==> src/rtl/rx_pipe.sv <==
// rx_pipe: 2-phase channel receiver feeding a packet FIFO, with a 4-phase
// switch-request FSM on the transmit side.
module rx_pipe #(
  parameter int ID           = 0,
  parameter int SIZE         = 8,
  parameter int CHANNEL_BITS = 3,
  parameter int BUFF_BITS    = 4,
  parameter int PKT_FLITS    = 8,
  parameter int ROUTE_MODE   = 0,
  parameter int DESTINATION  = 0,
  parameter int DEST_LSB     = 0,
  parameter int CUT_THROUGH  = 0,
  parameter int SINK_PACKETS = 0
) (
  input  logic                    clk,
  input  logic                    reset,
  input  logic                    ch_req,
  input  logic [SIZE-1:0]         ch_flit,
  output logic                    ch_ack,
  output logic                    sw_req,
  output logic [CHANNEL_BITS-1:0] sw_chnl,
  input  logic                    sw_gnt,
  output logic [SIZE-1:0]         out_flit,
  output logic                    out_valid,
  input  logic                    out_ready,
  output logic [BUFF_BITS:0]      fifo_cnt,
  output logic                    proto_err
);

  localparam int unsigned DEPTH = 1 << BUFF_BITS;
  localparam int CNT_W = BUFF_BITS + 1;
  localparam int IDX_W = (PKT_FLITS > 1) ? $clog2(PKT_FLITS) : 1;
  localparam logic [IDX_W-1:0] LAST_IDX = IDX_W'(PKT_FLITS - 1);
  localparam logic [CNT_W-1:0] FULL_CNT = CNT_W'(DEPTH);

  typedef enum logic [1:0] {TX_IDLE, TX_REQ, TX_SEND, TX_REL} tx_state_e;

  logic [SIZE-1:0]         mem_q [DEPTH];
  logic [BUFF_BITS-1:0]    wr_ptr_q, wr_ptr_d, rd_ptr_q, rd_ptr_d;
  logic [CNT_W-1:0]        cnt_q, cnt_d, pkts_q, pkts_d;
  logic [IDX_W-1:0]        rx_idx_q, rx_idx_d, tx_idx_q, tx_idx_d;
  logic                    ch_ack_q, ch_ack_d, proto_err_q, proto_err_d;
  logic                    sw_req_q, sw_req_d;
  logic [CHANNEL_BITS-1:0] sw_chnl_q, sw_chnl_d, head_chnl;
  tx_state_e               state_q, state_d;

  logic accept, drop, misplaced, wr_en, rx_last, pop, pop_last, tx_start;
  logic unused_id;

  assign unused_id = (ID != 0);

  always_comb begin
    accept    = (ch_req != ch_ack_q) && (cnt_q != FULL_CNT);
    drop      = accept && (rx_idx_q == '0) && !ch_flit[SIZE-1];
    misplaced = accept && (rx_idx_q != '0) && ch_flit[SIZE-1];
    wr_en     = accept && !drop;
    rx_last   = wr_en && (rx_idx_q == LAST_IDX);

    out_flit = mem_q[rd_ptr_q];
    if (ROUTE_MODE != 0) head_chnl = out_flit[DEST_LSB +: CHANNEL_BITS];
    else                 head_chnl = CHANNEL_BITS'(DESTINATION);

    // sink mode drains whole packets locally, one flit per cycle
    if (SINK_PACKETS != 0) begin
      pop       = (pkts_q != '0);
      out_valid = 1'b0;
      tx_start  = 1'b0;
    end else begin
      out_valid = (state_q == TX_SEND) && (cnt_q != '0);
      pop       = out_valid && out_ready;
      if (CUT_THROUGH != 0) tx_start = !sw_gnt && (cnt_q != '0);
      else                  tx_start = !sw_gnt && (pkts_q != '0);
    end
    pop_last = pop && (tx_idx_q == LAST_IDX);

    ch_ack_d    = accept ? !ch_ack_q : ch_ack_q;
    proto_err_d = drop || misplaced;
    wr_ptr_d    = wr_en ? wr_ptr_q + 1'b1 : wr_ptr_q;
    rd_ptr_d    = pop ? rd_ptr_q + 1'b1 : rd_ptr_q;
    cnt_d       = cnt_q + CNT_W'(wr_en) - CNT_W'(pop);
    pkts_d      = pkts_q + CNT_W'(rx_last) - CNT_W'(pop_last);

    rx_idx_d = rx_idx_q;
    if (wr_en) rx_idx_d = rx_last ? '0 : rx_idx_q + 1'b1;
    tx_idx_d = tx_idx_q;
    if (pop) tx_idx_d = pop_last ? '0 : tx_idx_q + 1'b1;

    state_d   = state_q;
    sw_req_d  = sw_req_q;
    sw_chnl_d = sw_chnl_q;
    unique case (state_q)
      TX_IDLE: if (tx_start) begin
        state_d   = TX_REQ;
        sw_req_d  = 1'b1;
        sw_chnl_d = head_chnl;
      end
      TX_REQ:  if (sw_gnt) state_d = TX_SEND;
      TX_SEND: if (pop_last) begin
        state_d  = TX_REL;
        sw_req_d = 1'b0;
      end
      TX_REL:  if (!sw_gnt) state_d = TX_IDLE;
      default: state_d = TX_IDLE;
    endcase
  end

  always_ff @(posedge clk) begin
    if (wr_en) mem_q[wr_ptr_q] <= ch_flit;
  end

  always_ff @(posedge clk or negedge reset) begin
    if (!reset) begin
      wr_ptr_q    <= '0;
      rd_ptr_q    <= '0;
      cnt_q       <= '0;
      pkts_q      <= '0;
      rx_idx_q    <= '0;
      tx_idx_q    <= '0;
      ch_ack_q    <= 1'b0;
      proto_err_q <= 1'b0;
      sw_req_q    <= 1'b0;
      sw_chnl_q   <= '0;
      state_q     <= TX_IDLE;
    end else begin
      wr_ptr_q    <= wr_ptr_d;
      rd_ptr_q    <= rd_ptr_d;
      cnt_q       <= cnt_d;
      pkts_q      <= pkts_d;
      rx_idx_q    <= rx_idx_d;
      tx_idx_q    <= tx_idx_d;
      ch_ack_q    <= ch_ack_d;
      proto_err_q <= proto_err_d;
      sw_req_q    <= sw_req_d;
      sw_chnl_q   <= sw_chnl_d;
      state_q     <= state_d;
    end
  end

  assign ch_ack    = ch_ack_q;
  assign proto_err = proto_err_q;
  assign sw_req    = sw_req_q;
  assign sw_chnl   = sw_chnl_q;
  assign fifo_cnt  = cnt_q;

endmodule
==> config.mk <==
export PLATFORM = sky130hd
export DESIGN_NAME = rx_pipe
export DESIGN_NICKNAME = d
export VERILOG_FILES = /design/src/rtl/rx_pipe.sv
export SDC_FILE = /design/constraint.sdc
export NUM_CORES = 1
export LEC_CHECK = 0
export BUFFER_PORTS_ARGS = -buffer_cell sky130_fd_sc_hd__buf_2
export CAP_MARGIN = 10
export CORE_MARGIN = 1.5
export CORE_UTILIZATION = 65
export DETAILED_ROUTE_END_ITERATION = 8
export GPL_TIMING_DRIVEN = 0
export PLACE_DENSITY = 0.88
export SYNTH_ARGS = -nofsm -noshare
export SYNTH_HDL_FRONTEND = slang
export SYNTH_SLANG_ARGS = --single-unit
==> constraint.sdc <==
create_clock -name clk -period 5.8 [get_ports clk]
set_clock_uncertainty 0.05 [all_clocks]
set_input_delay 1.16 -clock clk [delete_from_list [all_inputs] [get_ports clk]]
set_output_delay 1.16 -clock clk [all_outputs]
set_load 0.03 [all_outputs]
==> metrics.txt <==
Final Hold Viols 0; final setup vio count 0; Critical Path End out_flit[4]; Yosys cell types 44; share of post-route cells with drive strength above 1 23.2%; Post-Place Worst Slack 2.12 ns; # rows 36; Logic pwr share 35.4%; status finished clean; grt ovf 0; Worst Tran Pin Value between 1 and 1.5 ns; launch point of the worst path rd_ptr_q[1]$_DFFE_PN0P_; Post-synth EDFFs 128; ANT cells 0; die span in x about 100 um; internal power 2.59 mW; vias in the first global route 3747; WP data arrival 2.51 ns; worst r2r src fifo_cnt[2]$_DFF_PN0_; Setup TNS Final 0 ns; clock root cell clkbuf_8; RSZ-0062 raised after global routing no; cts-stage hold buffer count 0; Synth Instances 380; Residual DRC 0; DRT Pass-1 Iters 5; worst r2r dst pkts_q[4]$_DFF_PN0_; Die Ht 104 um; I/O Pins 33; first-pass GRT wire length 20100 um; drt total wl between 10000 and 15000 um; Finished Cell Area 0.00753 sq mm; GP Congestion 0.743; Data required, critical path approximately 4.6 ns; dpl cells 546; net switching power 1.34 mW; largest net degree at the start of global routing 30; R2R setup slack 2.72 ns; post-synthesis sequential area ratio between 60% and 70%; Peak Freq 269 MHz; Hold Startpoint tx_idx_q[2]$_DFFE_PN0P_; Post-Synthesis Cell Area about 0.0066 sq mm; clock share of power 26.1%; Post-CTS Setup Repair Bufs 0; starting density of the core 67.6%; average footprint of a synthesized cell 17.5 sq um; die footprint roughly 0.011 sq mm; non-filler cells, final roughly 580; Inserted Clock Buffers 17; Synth-to-Final Area Change 13.4%; type of the worst min-delay path reg2reg; reg2reg path depth 14; Post-DP HPWL 8370 um; Main synth FF type edfxtp_1; PwrDens 522 mW/mm^2; placed inst area approximately 0.007 sq mm; via count between 3000 and 4000; CP max FO 10; switch share 34.1%; clk buf depth 2; Leak 2.81 nW; setup slack after layout 2.08 ns; fin crit period between 3 and 4 ns; Routed Antenna Nets 0; IO Port Bufs 29; Final Cycle Share ~64%; Reg clk slew, reported paths 0.06 ns; H-tree Lvls 4; GRT Util Overall 25.9%; ys async rst share 18.5%; maximum VDD drop 312 uV; Post-CTS Resized 0; sequential share of power 38.5%; DRT iter0 DRCs 299; initial antenna violation count 0; CP Launch Type register; Routed wire per std cell about 22 um; Clock Latency Late Sink 0.52 ns; Crit Path Category reg2out; CTS Sinks 157; critical path endpoint category output port; Layout Nets 473; Core ar. between 0.009 and 0.01 sq mm; flops & latches, synth 157; Max-slew headroom 32.8%; drt via density approximately 6.1; Hold WS 0.444 ns; Synth warnings 0; Slew Limit Fails 0; CTS tree done; max-cap violations 0
[cells by family after synthesis]
logic type      count (synthesis)  share of synthesized area, %
simple gates                   72                          5.41
compound gates                 34                          3.54
buf+inv                        38                          2.83
other cells                     1                        0.0565
flops                         157                          68.8
mux                            35                          11.9
xor+xnor                       15                          1.98
fa+ha+maj                      28                          5.50
[cell usage in the layout (no fill, tap or decap), drive strengths merged]
cell	n
or4b	1
a21boi	1
clkinv	7
and4bb	1
xor2	4
nor4b	1
dfrtp	29
nor3	6
nand3b	2
xnor2	11
conb	3
edfxtp	128
mux2i	1
a32o	1
buf	47
or2	1
nor2	23
clkinvlp	3
nor3b	1
a21o	3
nand3	4
ha	26
a21oi	6
nand2	23
a211o	1
a31oi	1
mux2	2
nand2b	2
nand4	2
clkbuf	20
o2bb2ai	1
o21ai	4
a22oi	16
fa	2
inv	21
mux4	32
and2	3
nor2b	2
bufinv	2
[power by group through the flow]
stage	logic [mW]	clock network, mW	registers, mW
2_1_floorplan	0.995	0	1.55
3_3_place_gp	1.31	0	1.51
3_5_place_dp	1.38	0	1.53
4_1_cts	1.40	1.04	1.51
5_1_grt	1.52	1.08	1.53
6_report	1.39	1.03	1.51
[routing by layer]
metal  part of all wire (%)  GRT usage, %  routed length, um
met5                      0             0                  0
met4                    2.3          10.6                292
met3                    7.0          6.52                893
met2                     52          42.4               6590
met1                     39          33.5               4990
[stage by stage]
stage	util [%]	total power [mW]
2_1_floorplan	-	2.54
3_3_place_gp	70.9	2.82
3_5_place_dp	71.0	2.91
4_1_cts	76.6	3.95
5_1_grt	76.7	4.13
6_report	76.7	3.93
[area by class of cell]
class	count	area (sq um)
Timing Repair Buffer	31	160
Clock buffer	19	422
Clock inverter	12	124
Inverter	21	78.8
Multi-Input combinational cell	187	1900
Sequential cell	157	4570
Fill cell	568	2290
Buffer	17	109
Tap cell	133	166
[sequential cells by signal (all words and copies together) (netlist names)]
signal     count
fifo_cnt       5
state_q        2
pkts_q         5
rx_idx_q       3
proto_err      1
sw_req         1
tx_idx_q       3
wr_ptr_q       4
ch_ack         1
mem_q        128
rd_ptr_q       4
[worst max-delay path, stage by stage, from the launching register on]
cell,delay (ns)
dfrtp_1,0.35
clkbuf_1,0.34
buf_2,0.38
mux4_1,0.34
a22oi_1,0.28
nand2_1,0.09
buf_2,0.19
[Yosys cell counts (2+ instances only)]
cell,n,area share [%]
edfxtp_1,128,58
dfrtp_1,29,11
ha_1,26,4.9
mux4_2,23,7.8
nand2_1,23,1.3
nor2_1,23,1.3
inv_1,20,1.1
a22oi_1,16,1.8
xnor2_1,11,1.5
mux4_1,9,3.6
a21oi_1,6,0.45
buf_1,5,0.28
buf_4,5,0.57
nor3_1,5,0.38
o21ai_0,4,0.30
xor2_1,4,0.53
a21o_1,3,0.34
and2_1,3,0.28
buf_2,3,0.23
buf_6,3,0.51
nand3_1,3,0.23
fa_1,2,0.60
nand2b_1,2,0.19
nand3b_1,2,0.23
nand4_1,2,0.19
nor2b_1,2,0.19
[how the worst min path moves through the flow]
stage	depth (start not counted)	end
5_1_grt	2	tx_idx_q[2]$_DFFE_PN0P_
2_1_floorplan	2	tx_idx_q[1]$_DFFE_PN0P_
3_3_place_gp	2	tx_idx_q[1]$_DFFE_PN0P_
3_5_place_dp	2	tx_idx_q[2]$_DFFE_PN0P_
6_report	2	tx_idx_q[2]$_DFFE_PN0P_
4_1_cts	2	tx_idx_q[2]$_DFFE_PN0P_
No activity file was read; power rests on OpenSTA's default activity.
